--- src/rtl/dmem_dma_pkg.sv ---
// Shared types for the dmem block copy/fill engine.
// FSM state encoding and transfer mode constants.
package dmem_dma_pkg;

    typedef enum logic [1:0] {
        IDLE  = 2'd0,
        READ  = 2'd1,
        WRITE = 2'd2,
        DONE  = 2'd3
    } state_t;

    localparam logic MODE_COPY = 1'b0;
    localparam logic MODE_FILL = 1'b1;

endpackage

--- src/rtl/dmem_dma_agen.sv ---
// Loadable r-bit word pointer with increment.
// Wraps modulo 2**r so transfers roll over the top of memory.
module dmem_dma_agen
    import dmem_dma_pkg::*;
#(
    parameter int r = 8
) (
    input  logic         clk,
    input  logic         reset,
    input  logic         load,
    input  logic [r-1:0] init,
    input  logic         inc,
    output logic [r-1:0] ptr
);

    always_ff @(posedge clk or posedge reset) begin
        if (reset) begin
            ptr <= '0;
        end else if (load) begin
            ptr <= init;
        end else if (inc) begin
            ptr <= ptr + 1'b1;
        end
    end

endmodule

--- src/rtl/dmem_dma.sv ---
// Block copy/fill engine mastering the data-memory port.
// COPY alternates READ/WRITE per word; FILL streams WRITE cycles.
module dmem_dma
    import dmem_dma_pkg::*;
#(
    parameter int n = 16,
    parameter int r = 8
) (
    input  logic         clk,
    input  logic         reset,
    input  logic         start,
    input  logic         mode,
    input  logic [n-1:0] src,
    input  logic [n-1:0] dst,
    input  logic [n-1:0] len,
    input  logic [n-1:0] fill_value,
    input  logic         abort,
    output logic         busy,
    output logic         done,
    output logic         mem_we,
    output logic [n-1:0] mem_addr,
    output logic [n-1:0] mem_wdata,
    input  logic [n-1:0] mem_rdata
);

    state_t       state;
    state_t       state_nxt;
    logic [n-1:0] remaining;
    logic [n-1:0] data_reg;
    logic [n-1:0] fill_reg;
    logic         mode_reg;
    logic [r-1:0] src_ptr;
    logic [r-1:0] dst_ptr;
    logic         accept;
    logic         advance;
    logic         unused_hi;

    assign unused_hi = ^{src[n-1:r], dst[n-1:r]};

    assign accept  = (state == IDLE) && start;
    assign advance = (state == WRITE) && !abort;

    dmem_dma_agen #(.r(r)) u_src (
        .clk   (clk),
        .reset (reset),
        .load  (accept),
        .init  (src[r-1:0]),
        .inc   (advance),
        .ptr   (src_ptr)
    );

    dmem_dma_agen #(.r(r)) u_dst (
        .clk   (clk),
        .reset (reset),
        .load  (accept),
        .init  (dst[r-1:0]),
        .inc   (advance),
        .ptr   (dst_ptr)
    );

    always_ff @(posedge clk or posedge reset) begin
        if (reset) begin
            state <= IDLE;
        end else begin
            state <= state_nxt;
        end
    end

    always_comb begin
        state_nxt = state;
        unique case (state)
            IDLE: begin
                if (start) begin
                    if (len == '0) begin
                        state_nxt = DONE;
                    end else if (mode == MODE_FILL) begin
                        state_nxt = WRITE;
                    end else begin
                        state_nxt = READ;
                    end
                end
            end
            READ: begin
                state_nxt = abort ? IDLE : WRITE;
            end
            WRITE: begin
                if (abort) begin
                    state_nxt = IDLE;
                end else if (remaining == {{(n-1){1'b0}}, 1'b1}) begin
                    state_nxt = DONE;
                end else if (mode_reg == MODE_FILL) begin
                    state_nxt = WRITE;
                end else begin
                    state_nxt = READ;
                end
            end
            DONE: begin
                state_nxt = IDLE;
            end
            default: begin
                state_nxt = IDLE;
            end
        endcase
    end

    always_ff @(posedge clk or posedge reset) begin
        if (reset) begin
            remaining <= '0;
            data_reg  <= '0;
            fill_reg  <= '0;
            mode_reg  <= MODE_COPY;
        end else begin
            if (accept) begin
                remaining <= len;
                fill_reg  <= fill_value;
                mode_reg  <= mode;
            end else if (advance) begin
                remaining <= remaining - 1'b1;
            end
            if (state == READ && !abort) begin
                data_reg <= mem_rdata;
            end
        end
    end

    // Port outputs decode purely from registered state and pointers.
    always_comb begin
        busy      = 1'b0;
        done      = 1'b0;
        mem_we    = 1'b0;
        mem_addr  = '0;
        mem_wdata = '0;
        unique case (state)
            READ: begin
                busy     = 1'b1;
                mem_addr = {{(n-r){1'b0}}, src_ptr};
            end
            WRITE: begin
                busy      = 1'b1;
                mem_we    = 1'b1;
                mem_addr  = {{(n-r){1'b0}}, dst_ptr};
                mem_wdata = (mode_reg == MODE_FILL) ? fill_reg : data_reg;
            end
            DONE: begin
                done = 1'b1;
            end
            default: begin
                busy = 1'b0;
            end
        endcase
    end

endmodule

--- config.mk ---
export PLATFORM = sky130hd
export DESIGN_NAME = dmem_dma
export DESIGN_NICKNAME = d
export VERILOG_FILES = /design/src/rtl/dmem_dma_pkg.sv /design/src/rtl/dmem_dma_agen.sv /design/src/rtl/dmem_dma.sv
export SDC_FILE = /design/constraint.sdc
export NUM_CORES = 1
export LEC_CHECK = 0
export ABC_AREA = 1
export ABC_CLOCK_PERIOD_IN_PS = 4200
export CAP_MARGIN = 40
export CELL_PAD_IN_SITES_DETAIL_PLACEMENT = 2
export CELL_PAD_IN_SITES_GLOBAL_PLACEMENT = 2
export CORE_UTILIZATION = 27
export CTS_CLUSTER_DIAMETER = 120
export DETAILED_ROUTE_END_ITERATION = 10
export GPL_TIMING_DRIVEN = 0
export MAX_ROUTING_LAYER = met4
export PLACE_DENSITY = 0.88
export SLEW_MARGIN = 0
export SYNTH_ARGS = -nofsm -noshare
export SYNTH_HDL_FRONTEND = slang
export SYNTH_SLANG_ARGS = --single-unit
--- constraint.sdc ---
create_clock -name clk -period 4.2 [get_ports clk]
set_clock_uncertainty 0.2 [all_clocks]
set_input_delay 0.63 -clock clk [delete_from_list [all_inputs] [get_ports clk]]
set_output_delay 0.63 -clock clk [all_outputs]
set_load 0.01 [all_outputs]
-- After elaboration in Yosys (flattened, before gate mapping)
Index checks and enable logic that the tools add are counted.
- register bits after elaboration: 67
- input bits: 85
- muxes and demuxes: 20
- reduce and logical (&&, ||, !) cells: 8
- add/sub/neg operators: 3
- equal/unequal tests: 5
- operators by type and width (operator ; number):
    16-bit two-way mux ; 4
    8-bit two-way mux ; 4
    8-bit by 1-bit adder with 8-bit output, second input constant ; 2
    16-bit by 1-bit equality test with 1-bit output, second input constant ; 1
    16-bit logical NOT ; 1
    8-bit one-hot mux with 2 select lines ; 1
    16-bit by 1-bit subtractor with 16-bit output, second input constant ; 1
    2-bit two-way mux ; 7
    2-bit one-hot mux with 4 select lines ; 1
    2-bit equality test, second input constant ; 2
    1-bit logical AND ; 3
    1-bit two-way mux ; 3
    2-bit by 1-bit equality test with 1-bit output, second input constant ; 1
    2-bit logical NOT ; 1
    2-bit inequality test, second input constant ; 1
    2-bit nonzero test ; 1
    2-bit OR reduction ; 1
    1-bit logical NOT ; 1

-- Depth between registers and ports, before layout
Gate-level depths: netlist (run 1).
- depth in word-level cells: 4
- depth in mapped cells: 11
- gate-level depth less buffers: 10

-- By module
Synthesis (run 1) repeated with hierarchy kept, for this count alone.
- cells, all modules: 525
- area, all modules: 3991.3 µm²
- modules (own cells, without submodules) (module ; instances ; cells each ; area each (µm²) ; seq. area each (µm²)):
    dmem_dma ; 1 ; 397 ; 3010.4 ; 1276.2
    dmem_dma_agen ; 2 ; 64 ; 490.5 ; 200.2

-- Least setup slack after synthesis (run 1)
OpenSTA, ideal clock, no wires.
- path kind: register to output
- start point: reg state[0]
- end point: out mem_wdata[0]
- arrival time: 1.360 ns
- stages on the path, launching flop included: 6
- path slack: 2.010 ns
- data required time: 3.370 ns
- path through: dfrtp_1 > inv_1 > ha_1 > clkbuf_1 > o21ai_0 > nor2_1
- longest elaborated chain between the ends: 2
- ends and longest elaborated chain (item ; RTL line ; RTL):
    start, declared ; dmem_dma.sv:26 ; state_t state;
    start signal, assigned ; dmem_dma.sv:65 ; state <= state_nxt;
    2-bit equality test ; dmem_dma.sv:133 ; unique case (state)
    16-bit two-way mux ; dmem_dma.sv:133 ;
    end, declared ; dmem_dma.sv:22 ; output logic [n-1:0] mem_wdata,
Every way passes these cells.

-- Worst setup path after layout (run 1)
- start point: reg state[0]
- end point: out mem_wdata[2]
Same word-level chain as after synthesis.

==> metrics, run 1 <==
outcome complete, no violations; die area roughly 15,000 um^2; number of enable flip-flop cells after synthesis 0; WHS Path Cells 2; critical-path cell list inv_1, ha_1, clkbuf_1, o21ai_0, nor2_1, clkdlybuf4s50_1; starting density of the core around 28%; number of port buffers 95; Peak Freq 284.2 MHz; max-slew violations 0; Resized cells post-CTS 0; mean area per synthesized cell 7.111 um^2; number of remaining DRC errors 0; total gr overflow 0; WP data arrival 2690 ps; sequential fraction of the synthesis area between 40% and 50%; Clock Latency Late Sink 350 ps; Yosys top cell by area dfrtp_1; setup repair after global routing missed its margin false; Cell variety after synth 32; Iteration-0 DRC Markers about 160; CTS Root Cell clkbuf_16; CP endpoint kind primary output; final instance area 5514 um^2; worst-margin pin slew approximately 660 ps; Crit path largest cell delay around 580 ps; Final min period about 3500 ps; top-area cell type share of the netlist area between 40% and 50%; worst-path fanout max 10; CTS tree yes; row count between 40 and 50; final hold vios 0; worst flop-to-flop path startpoint state[0]; Synth Instances 556; 1st-pass router iterations 5; Stages on worst setup path 6; Post-CTS Setup Repair Bufs 0; via count approximately 4,000; area grow syn2layout 39.46%; max_slew headroom ~56%; Setup CP Type reg -> out; routed len/inst about 18 um; cts bufs inserted 9; first-pass GRT wire length ~24,000 um; vias in the first global route roughly 4,600; IO Count 120; CP max stage cell clkdlybuf4s50_1; CTS H-tree lvls 3; Synth async-reset ratio 100.0%; Finished Core Util roughly two fifths; register area ~1700 um^2; Die W around 120 um; vias per inst roughly 4.8; Ant. Diodes 0; Yosys reg bits 67; Worst Setup Start Kind flip-flop; GP Congestion 0.8315; Post-DP Area slightly above 5000 um^2; crit path buf inv count 3; Setup Viol. Count Final 0; ratio of cells with drive above 1 in the final layout under 10%; final wirelength 14,970 um; Area contributors post-synth dfrtp_1, nand2_1, nor2_1, inv_1, o21ai_0; Worst-path clk slew about 50 ps; min-delay src data_reg[13]; Longest Clk Path Bufs 2; Worst Setup SP state[0]; Post-synth top flop dfrtp_1; Filler Cells Inserted approximately 1,700; DP HPWL 11,380 um; Hold-fix buffers, CTS 0; Hold WC Path Type reg -> reg; Layout Cells excl Fill 855; pwr dens between 700 and 800 nW/um^2; initial antenna violation count 0; Syn Std Cell Area about 4000 um^2; largest net degree at the start of global routing 46; CTS sink count between 60 and 70; Top delay family on crit path buffers and inverters; Total GRT Usage between 20% and 30%; fin crit share a little over four fifths; yosys warns 0; worst vdd ir ~230 uV; Pleak between 2 and 3 nW; final net count 764; top-count cell post-synth nand2_1; r2r worst-path depth 10; worst setup margin roughly 680 ps; core footprint roughly 14,000 um^2; max_cap viols 0; TNS Setup 0 ps; area occupied by multi-input gates roughly 2000 um^2; synth cell count leaders nand2_1, nor2_1, dfrtp_1; DIE HEIGHT roughly 120 um; Worst Path Required 3370 ps; post-route ant nets 0; placed cells 839; pre-CTS WS between 1000 and 1500 ps
power breakdown:
group | internal [W] | switching, W | leakage [nW] | total [W]
Combinational | 0.000729 | 0.00114 | 1.64 | 0.00187
Clock | 0.000536 | 0.000318 | 0.155 | 0.000854
Sequential | 0.000957 | 0.000283 | 0.823 | 0.00124
Total | 0.00222 | 0.00174 | 2.62 | 0.00396
worst register-to-register path, delay by kind of cell (launching register included):
family	cells	cell delay (ps)
flip-flops	1	410
adder cells (fa/ha/maj)	1	400
AND/OR/NAND/NOR	3	370
AO/OA/AOI/OAI	1	100
buffers and inverters	5	560
metrics by stage:
step,total power [W],hold WS [ps]
4_1_cts,0.004006,271.3
3_3_place_gp,0.002941,250.3
5_1_grt,0.004257,300.2
2_1_floorplan,0.002299,236.6
6_report,0.003960,270.1
3_5_place_dp,0.003106,257.4
per-layer routing:
| layer | share of wire, % | up-vias | routed length [um] | global-route usage, % |
|---|---|---|---|---|
| met4 | 2.1 | 0 | 309 | 7.982 |
| li1 | - | 1949 | - | - |
| met2 | 52 | 91 | 7731 | 38.34 |
| met3 | 3.2 | 20 | 485 | 3.229 |
| met5 | 0 | - | 0 | - |
| met1 | 43 | 2014 | 6445 | 25.04 |
layout make-up:
class                           count  area share, %
Timing Repair Buffer               96          17.74
Sequential cell                    67          30.41
Clock buffer                       10          4.334
Tap cell                          180          4.084
Buffer                             28          3.245
Multi-Input combinational cell    423          35.44
Clock inverter                      6          1.611
Inverter                           45          3.131
final timing paths:
| kind | endpoint | slack (ps) |
|---|---|---|
| hold / removal | data_reg[13] | 270 |
| max in group asynchronous | u_dst.ptr[5] | 2830 |
| min in group asynchronous | fill_reg[1] | 410 |
| setup reg to reg | u_src.ptr[6] | 2040 |
| setup / recovery | mem_wdata[2] | 680 |
| hold reg to reg | data_reg[13] | 270 |
kinds of logic after synthesis:
| family | Yosys count | share of synthesized area, % |
|---|---|---|
| simple gates | 327 | 32.91 |
| buf+inv | 73 | 8.829 |
| compound gates | 68 | 10.47 |
| flops | 67 | 42.41 |
| xor+xnor | 11 | 2.437 |
| fa+ha+maj | 9 | 2.848 |
| other cells | 1 | 0.09485 |
cells in the final DEF (no fill, tap or decap), types with 2 or more instances in the layout:
master           instances
o21ai_0                 28
clkinvlp_4               2
bufinv_16                2
buf_4                    9
nand4_1                  3
nand2_2                  2
buf_2                    8
o211ai_1                 4
a31oi_1                  2
o211ai_2                 4
clkdlybuf4s50_1         95
nor2_1                  88
a21oi_1                 19
nor2_2                   3
dfrtp_1                 67
nand2_4                  2
inv_1                   37
xor2_1                  11
clkinv_2                 2
clkbuf_1                 7
o21bai_1                 5
inv_2                    5
clkbuf_16                9
ha_1                     9
nand3_1                 23
conb_1                   8
nand2_1                203
nor3_1                   2
buf_6                    4
o311ai_1                 2
Note: power is estimated with default switching activity, not from simulation.
==> run 2: changes to the inputs <==
Settings changed: ABC_CLOCK_PERIOD_IN_PS 4200 to 3600, CORE_UTILIZATION 27 to 25, PLACE_DENSITY 0.88 to 0.82.
Clock period 4.2 ns to 3.6 ns, I/O delays scaled along.
==> run 2 against run 1 <==
Against the previous run: cell count is 3.6% higher; via count shrank 0.34%; utilization fell by 3.2 points.
==> metrics, run 2 (same netlist as run 1, synthesis figures left out) <==
outcome complete, no violations; Post-DP Area 5218 um^2 (+0.60%); Setup CP Type reg -> out; number of remaining DRC errors 0 (unchanged); WP data arrival 2570 ps (-120 ps); most frequent cells in the layout nand2_1, clkdlybuf4s50_1, nor2_1, dfrtp_1, inv_1; CTS H-tree lvls 3 (unchanged); CP endpoint kind primary output; CTS tree yes; final wirelength 14,780 um (-1.3%); Clock Latency Late Sink 350 ps (about the same); number of port buffers 95 (unchanged); GP Congestion 0.8282 (-0.40%); cts bufs inserted 9 (unchanged); worst-margin pin slew 616.3 ps (-39.78 ps); worst vdd ir 319.7 uV (+40%); fin crit share about nine tenths; largest net degree at the start of global routing 37 (-20%); max-slew violations 0 (unchanged); Die W 127.8 um (+3.9%); Total GRT Usage 19.96% (-1.8 points); total power 0.004449 W (+12%); CP max stage cell clkdlybuf4s50_1; GRT met2 Usage 35.77% (-2.6 points); grt met3 use 3.548% (+0.32 points); Setup Viol. Count Final 0 (unchanged); Iteration-0 DRC Markers 126 (-19%); Ant. Diodes 0 (unchanged); busiest grt layer met2; via count 4,060 (-0.34%); DP HPWL 11,340 um (-0.37%); IO Count 120 (unchanged); CTS sink count 67 (unchanged); final net count 764 (unchanged); Filler Cells Inserted 1,876 (+11%); Resized cells post-CTS 0 (unchanged); row count 45 (+4.7%); Worst Setup Start Kind flip-flop; worst-path fanout max 10 (unchanged); Top delay family on crit path buffers and inverters; commonest non-fill, non-tap cell in the layout nand2_1; Hold WC Path Type reg -> reg; 1st-pass router iterations 4 (-1); Final min period ~3300 ps; CTS Root Cell clkbuf_16; core footprint 15,310 um^2 (+8.6%); vias per inst 4.582 (-3.8%); total gr overflow 0 (unchanged); routed len/inst 16.69 um (-4.7%); area grow syn2layout 39.08%; Pleak 2.595 nW (-0.86%); vias in the first global route 4,631 (+0.72%); Longest Clk Path Bufs 2 (unchanged); r2r setup slk 1430 ps (-610 ps); final instance area 5499 um^2 (-0.27%); final hold vios 0 (unchanged); die area 16,320 um^2 (+7.9%); starting density of the core 25.82% (-2.2 points); first-pass GRT wire length 23,950 um (+0.87%); critical-path cell list inv_1, ha_1, clkbuf_1, o21ai_0, nor2_1, clkdlybuf4s50_1; crit path buf inv count 3 (unchanged); Hold-fix buffers, CTS 0 (unchanged); setup repair after global routing missed its margin false; ratio of cells with drive above 1 in the final layout 8.741% (unchanged); Worst Path Required 2860 ps (-510 ps); post-route ant nets 0 (unchanged); DIE HEIGHT 127.8 um (+3.9%); max_slew headroom 58.91% (+2.7 points); GR Util met1 22.23% (-2.8 points); Peak Freq slightly above 300 MHz; max_cap viols 0 (unchanged); Post-CTS Setup Repair Bufs 0 (unchanged); Worst-path clk slew 60 ps (about the same); initial antenna violation count 0 (unchanged); pwr dens 809.1 nW/um^2 (+13%); Crit path largest cell delay 560 ps (-20 ps)
[run 2: changes by cell type in the layout (fill, tap and decap cells not counted)]
| cell | delta |
|---|---|
| buf_16 | -1 |
| buf_12 | +1 |
| inv_6 | +1 |
| clkbuf_2 | +1 |
| bufinv_16 | -2 |
[run 2: final cells by class]
type                       instances  area [um^2]  share of cell area [%]
multi-input combinational        423         1954                   35.54
sequential                        67         1677                   30.49
timing repair buffer              96        970.9                   17.66
tap                              211        264.0                   4.801
clock buffer                      11        242.7                   4.414
buffer                            28        180.2                   3.276
inverter                          45        172.7                   3.140
clock inverter                     5        37.54                  0.6826
[run 2: per-layer routing]
layer / wire length, um / up-vias / share of wire [%]
li1: - / 1945 / -
met1: 6171 / 1996 / 42
met2: 7769 / 100 / 53
met3: 549 / 19 / 3.7
met4: 293 / 0 / 2.0
met5: 0 / - / 0
[run 2: report_power, final]
part           total, W  leakage [nW]  switching [W]  internal [W]
Sequential      0.00145         0.823       0.000328       0.00112
Clock          0.000854         0.132       0.000366      0.000488
Combinational   0.00215          1.64        0.00130      0.000848
[run 2: worst paths after layout]
| check | start | end | cells past startpoint |
|---|---|---|---|
| worst min-delay path | data_reg[7] | data_reg[7] | 2 |
| worst max register to register | state[0] | remaining[8] | 10 |
| worst max-delay path | state[0] | mem_wdata[10] | 6 |
| min in group asynchronous | reset | fill_reg[2] | 2 |
| worst min register to register | data_reg[7] | data_reg[7] | 2 |
| max in group asynchronous | reset | u_src.ptr[1] | 3 |
[run 2: stage by stage]
step | hold WS, ps | utilization (%) | setup WS, ps | setup TNS, ps | std cells
after CTS | 268.5 | 35.90 | 92.27 | 0 | 886
after global routing | 285.1 | 35.91 | 103.5 | 0 | 886
after floorplan | 236.6 | - | 1177 | 0 | 563
after detailed placement | 253.9 | 34.07 | 486.5 | 0 | 870
after global placement | 250.5 | 33.92 | -190.1 | -12580 | 869
final | 266.4 | 35.91 | 288.3 | 0 | 886
[run 2: worst min-delay path, stage by stage, from the launching register on]
cell and delay [ps]:
dfrtp_1 340, nand2_1 50, nand2_1 50
==> run 3: changes to the inputs <==
Settings changed: ABC_AREA 1 to default, CORE_UTILIZATION 25 to 28, PLACE_DENSITY 0.82 to 0.83.
==> run 3 against run 2 <==
Against the previous run: final area shrank 5.4%; area after synthesis shrank 6.8%; critical path depth is the same; clock power grew 2%; sequential power grew 3%; die area shrank 17%; wire length shrank 19%; synthesized cell count shrank 36%; critical path type unchanged; highest routed layer unchanged.
==> metrics, run 3 <==
outcome complete, no violations; final wirelength 11,960 um (-19%); number of enable flip-flop cells after synthesis 0 (unchanged); largest net degree at the start of global routing 57 (+54%); Finished Core Util 40.89% (+5.0 points); Iteration-0 DRC Markers 70 (-44%); pre-CTS WS 219.5 ps (-267.0 ps); worst flop-to-flop path startpoint state[0]; Post-synth top flop dfrtp_1; Syn Std Cell Area 3685 um^2 (-6.8%); Yosys top cell by area dfrtp_1; r2r setup slk 1010 ps (-420 ps); Die W 116.7 um (-8.6%); Pleak 2.077 nW (-20%); post-route ant nets 0 (unchanged); CTS sink count 67 (unchanged); Worst-path clk slew 50 ps (about the same); setup repair after global routing missed its margin false; GP Congestion 0.8298 (+0.19%); vias per inst 4.824 (+5.3%); CTS tree yes; CTS Root Cell clkbuf_16; hold_ws 283.6 ps (+17.19 ps); yosys warns 0 (unchanged); Clock Latency Late Sink 340 ps (about the same); Yosys reg bits 67 (unchanged); Longest Clk Path Bufs 2 (unchanged); synth cell count leaders dfrtp_1, nor2_1, mux2_2; max_cap viols 0 (unchanged); CP endpoint kind primary output; mean area per synthesized cell 10.35 um^2 (+46%); register share of total power 35.0% (+2.5 points); most frequent cells in the layout clkdlybuf4s50_1, dfrtp_1, nor2_1, mux2_2; worst-margin pin slew 755.1 ps (+138.8 ps); commonest non-fill, non-tap cell in the layout clkdlybuf4s50_1; pwr dens 819.3 nW/um^2 (+1.3%); Total GRT Usage 19.49% (-0.47 points); Post-DP Area 4907 um^2 (-5.9%); Area contributors post-synth dfrtp_1, mux2_2, nor2b_1, mux2i_1, nor2_1; ratio of cells with drive above 1 in the final layout 14.74% (+6.0 points); Resized cells post-CTS 2 (+2); Cell variety after synth 40 (+25%); r2r worst-path depth 6 (-4); number of port buffers 95 (unchanged); Ant. Diodes 0 (unchanged); Synth Instances 356 (-36%); total gr overflow 0 (unchanged); worst vdd ir 273.5 uV (-14%); Synth async-reset ratio 100.0% (unchanged); internal power 0.002660 W (+8.4%); final net count 564 (-26%); Final min period 3366 ps (+54.19 ps); final hold vios 0 (unchanged); die area 13,620 um^2 (-17%); top-count cell post-synth dfrtp_1; via count 3,121 (-23%); fin crit share 93.50% (+1.5 points); max-slew violations 0 (unchanged); combinational share of power 44.6% (-3.7 points); sequential fraction of the synthesis area 45.50% (+3.1 points); routed len/inst 18.49 um (+11%); DIE HEIGHT 116.7 um (-8.6%); P_sw 0.001603 W (-20%); DP HPWL 9003 um (-21%); Post-CTS Setup Repair Bufs 0 (unchanged); row count 41 (-8.9%); Setup CP Type reg -> out; first-pass GRT wire length 18,900 um (-21%); Worst Setup Start Kind flip-flop; IO Count 120 (unchanged); number of remaining DRC errors 0 (unchanged); CTS H-tree lvls 3 (unchanged); worst-path fanout max 10 (unchanged); top-area cell type share of the netlist area 45.50% (+3.1 points); WP data arrival 2630 ps (+60 ps); starting density of the core 28.96% (+3.1 points); Hold WC Path Type in -> async; cts bufs inserted 9 (unchanged); reg-to-reg critical path endpoint u_dst.ptr[1]; critical path endpoint mem_wdata[11]; final instance area 5202 um^2 (-5.4%); Peak Freq 297.1 MHz (-1.6%); Worst Path Required 2860 ps (about the same); initial antenna violation count 0 (unchanged); share of total power in the clock network 20.4% (+1.2 points); worst setup margin 234.1 ps (-54.19 ps); Worst Setup SP state[0]; Filler Cells Inserted 1,409 (-25%); Setup Viol. Count Final 0 (unchanged); max_slew headroom 49.20% (-9.7 points); vias in the first global route 3,543 (-23%); switch share 37.60% (-7.3 points); area grow syn2layout 41.19%; Hold-fix buffers, CTS 0 (unchanged); core footprint 12,720 um^2 (-17%); 1st-pass router iterations 5 (+1)
-- run 3: cell count changes in the layout (fill, tap and decap cells not counted), moves of 6 or more --
cell     before  now
mux2_2        0   33
nor2b_1       0   26
nand3_1      23    4
xnor2_1       0   10
a21oi_1      19   26
nor4_1        0    6
inv_1        37    5
nor2_1       88   38
mux2i_1       0   16
o21ai_0      28    3
nand2_1     203   16
a22oi_1       0    8
-- run 3: how the worst min path moves through the flow --
stage,cells past startpoint,slack [ps],end,from
6_report,2,280,u_dst.ptr[6],reset
5_1_grt,2,300,u_dst.ptr[6],reset
3_5_place_dp,1,300,fill_reg[5],fill_reg[5]
3_3_place_gp,1,290,fill_reg[3],fill_reg[3]
4_1_cts,2,280,u_dst.ptr[6],reset
2_1_floorplan,1,280,fill_reg[11],fill_reg[11]
-- run 3: power groups by stage --
stage	clock (W)	sequential, W	combinational, W
after global routing	0.000919	0.00154	0.00211
after floorplan	0	0.00138	0.00123
after CTS	0.000887	0.00150	0.00195
after global placement	0	0.00145	0.00182
final	0.000869	0.00149	0.00190
after detailed placement	0	0.00150	0.00192
-- run 3: logic make-up after synthesis --
group	synth area share [%]
XOR/XNOR	6.180
AND/OR/NAND/NOR	18.61
multiplexers	14.43
adder cells (fa/ha/maj)	3.056
flip-flops	45.50
AO/OA/AOI/OAI	7.844
other	0.1018
buffers and inverters	4.279
-- run 3: layout make-up --
cell class	instances	area (um^2)	area share, %
multi-input cells	264	1877	36.08
flip-flops and latches	67	1677	32.23
repair buffers	96	978.4	18.81
clock buffers	15	287.8	5.532
well taps	172	215.2	4.137
plain buffers	26	137.6	2.646
inverters	6	25.02	0.4810
clock inverters	1	5.005	0.09620
-- run 3: routing by layer --
metal,track usage (%),vias up,share of wire (%)
met5,-,-,0
met4,7.426,0,1.8
met3,3.269,16,3.6
met2,34.12,75,52
met1,22.24,1573,42
li1,-,1457,-
-- run 3: through the flow --
stage,power (W),std cells,setup TNS [ps]
after CTS,0.004331,647,0
after global placement,0.003267,630,-4376
after detailed placement,0.003426,631,0
after floorplan,0.002611,363,0
final,0.004263,647,0
after global routing,0.004575,647,0
-- run 3: worst max-delay path: stages (launching register included) --
cell and delay [ps]:
dfrtp_1 420, inv_1 120, ha_1 260, clkbuf_2 280, clkbuf_1 410, nor2b_1 230, clkdlybuf4s50_1 560
==> RTL change, RTL diff (settings of run 1) <==
The parameter `n` goes from 16 to 32.
--- a/src/rtl/dmem_dma.sv
+++ b/src/rtl/dmem_dma.sv
@@ -3,7 +3,7 @@
 module dmem_dma
     import dmem_dma_pkg::*;
 #(
-    parameter int n = 16,
+    parameter int n = 32,
     parameter int r = 8
 ) (
     input  logic         clk,
Interface: changed (7 resized); port bits go from 120 to 232. No check against the original RTL was run, so the function may have changed too.
==> RTL change against run 1 <==
Sequential cell count increased by 48. Global-route usage increased by 0.45 points. Design area increased by 72%. Combinational power increased by 62%. Wire length increased by 78%. Setup slack got worse by 160 ps. Total power increased by 68%. Synthesized area increased by 70%. Largest cell class unchanged. Largest power group unchanged. Highest routed layer unchanged.
==> RTL change: results (changes against run 1) <==
| Metric | Value |
|---|---|
| Setup Slack @ Placement | `978 ps (was 1060 ps)` |
| Weighted congestion at the end of routability-driven global placement | `0.844 (was 0.832)` |
| Worst Hold Path EP | `data_reg[10]$_DFFE_PP0P_ (was data_reg[13]$_DFFE_PP0P_)` |
| Post-synth top cells | `sky130_fd_sc_hd__nand2_1 (348), sky130_fd_sc_hd__nor2_1 (142), sky130_fd_sc_hd__dfrtp_1 (115), sky130_fd_sc_hd__inv_1 (73), sky130_fd_sc_hd__o21ai_0 (41) (was sky130_fd_sc_hd__nand2_1 (203), sky130_fd_sc_hd__nor2_1 (88), sky130_fd_sc_hd__dfrtp_1 (67), sky130_fd_sc_hd__inv_1 (38), sky130_fd_sc_hd__o21ai_0 (28))` |
| Critical path arrival | `2840 ps (was 2690 ps)` |
| Outcome | `finished clean (unchanged)` |
| Post-layout net count | `1330 (was 764)` |
| Post-synth cell types | `34 (was 32)` |
| Leakage | `4.52 nW (was 2.62 nW)` |
| # port buffers | `159 (was 95)` |
| Iter 0 DRT Violations | `334 (was 156)` |
| Maximum number of pins on one net before global-route repair | `83 (was 46)` |
| Peak ir drop on the vdd network | `0.274 mV (was 0.229 mV)` |
| Worst Tran Pin Value | `664 ps (was 656 ps)` |
| Post-detailed-routing wire length | `26.7 mm (was 15.0 mm)` |
| Worst skew pair latency | `420 ps (was 350 ps)` |
| Antenna violations before repair | `3 (was 0)` |
| Reg-to-reg setup timing slack | `1850 ps (was 2040 ps)` |
| Overall track demand over capacity in global routing | `0.222 (was 0.218)` |
| Sequential fraction of the synthesis area | `0.427 (was 0.424)` |
| Depth of the worst register-to-register path | `9 (was 10)` |
| Ratio of cells with drive above 1 in the final layout | `0.0881 (was 0.0874)` |
| First-pass detailed-route iteration total | `4 (was 5)` |
| Post-DP HPWL | `19.8 mm (was 11.4 mm)` |
| Crit Reg-Reg Endpoint | `data_reg[9]$_DFFE_PP0P_ (was u_src.ptr[6]$_DFFE_PP0P_)` |
| DR vias/cell | `4.65 (was 4.76)` |
| Clock buffer count from CTS | `17 (was 9)` |
| Launch instance of the worst min-delay path | `data_reg[10]$_DFFE_PP0P_ (was data_reg[13]$_DFFE_PP0P_)` |
| Total number of H-tree levels | `4 (was 3)` |
| Cell types occupying the most area after synthesis | `sky130_fd_sc_hd__dfrtp_1 (43%), sky130_fd_sc_hd__nand2_1 (19%), sky130_fd_sc_hd__nor2_1 (7.9%), sky130_fd_sc_hd__inv_1 (4.1%), sky130_fd_sc_hd__o21ai_0 (3.0%) (was sky130_fd_sc_hd__dfrtp_1 (42%), sky130_fd_sc_hd__nand2_1 (19%), sky130_fd_sc_hd__nor2_1 (8.4%), sky130_fd_sc_hd__inv_1 (3.6%), sky130_fd_sc_hd__o21ai_0 (3.5%))` |
| Delay of the slowest cell on the worst path | `620 ps (was 580 ps)` |
-- RTL change: area by class of cell --
| cell class | instances | share of cell area |
|---|---|---|
| Multi-Input combinational cell | 720 | 0.349 |
| Timing Repair Buffer | 160 | 0.171 |
| Clock inverter | 15 | 0.0184 |
| Tap cell | 324 | 0.0428 |
| Sequential cell | 115 | 0.304 |
| Buffer | 61 | 0.0366 |
| Antenna cell | 3 | 0.000793 |
| Inverter | 81 | 0.0327 |
| Clock buffer | 17 | 0.0450 |
-- RTL change: cells by family after synthesis --
logic type,synth area share
AOI/OAI and AO/OA,0.0973
xor gates and xnor gates,0.0273
adders and majority gates,0.0167
buffers and inverters,0.0965
DFF,0.427
other,0.000556
and+or+nand+nor,0.335
-- RTL change: how the worst max path moves through the flow --
stage	start	depth (start not counted)	slack, ps	endpoint
after CTS	state[0]$_DFFE_PP0P_	6	510	mem_addr[0]
after global routing	state[0]$_DFFE_PP0P_	6	350	mem_addr[0]
after floorplan	reset	1	330	data_reg[0]$_DFFE_PP0P_
after global placement	reset	2	-1830	fill_reg[3]$_DFFE_PP0P_
final	state[0]$_DFFE_PP0P_	6	530	mem_addr[0]
after detailed placement	state[0]$_DFFE_PP0P_	6	980	mem_addr[0]
-- RTL change: critical path: cells and delay by family, from the launching register on --
kind	cells	cell delay [ps]
adders and majority gates	1	370
AOI/OAI and AO/OA	1	240
buffers and inverters	3	1290
DFF	1	420
and+or+nand+nor	1	120
-- RTL change: power by group --
part           internal [mW]  switching [mW]
Clock                  0.890           0.610
Sequential              1.64           0.467
Combinational           1.17            1.86
Total                   3.69            2.94
-- RTL change: metal layers --
layer / vias up / part of all wire / wire (microns) / global-route usage
met1: 3448 / 0.44 / 11900 / 0.263
met2: 144 / 0.50 / 13300 / 0.374
met4: 0 / 0.026 / 701 / 0.0892
met3: 36 / 0.029 / 777 / 0.0374
li1: 3332 / - / - / -
met5: - / 0 / 0 / -
-- RTL change: metrics by stage --
step / total power, mW / instance area (sq um) / hold WS [ps] / std cells / setup TNS, ps
after detailed placement: 5.11 / 8860 / 254 / 1461 / 0
after global routing: 7.14 / 9460 / 301 / 1496 / 0
final: 6.63 / 9460 / 272 / 1496 / 0
after CTS: 6.71 / 9460 / 275 / 1493 / 0
after floorplan: 3.84 / 6830 / 237 / 977 / 0
after global placement: 4.92 / 8820 / 248 / 1460 / -209170
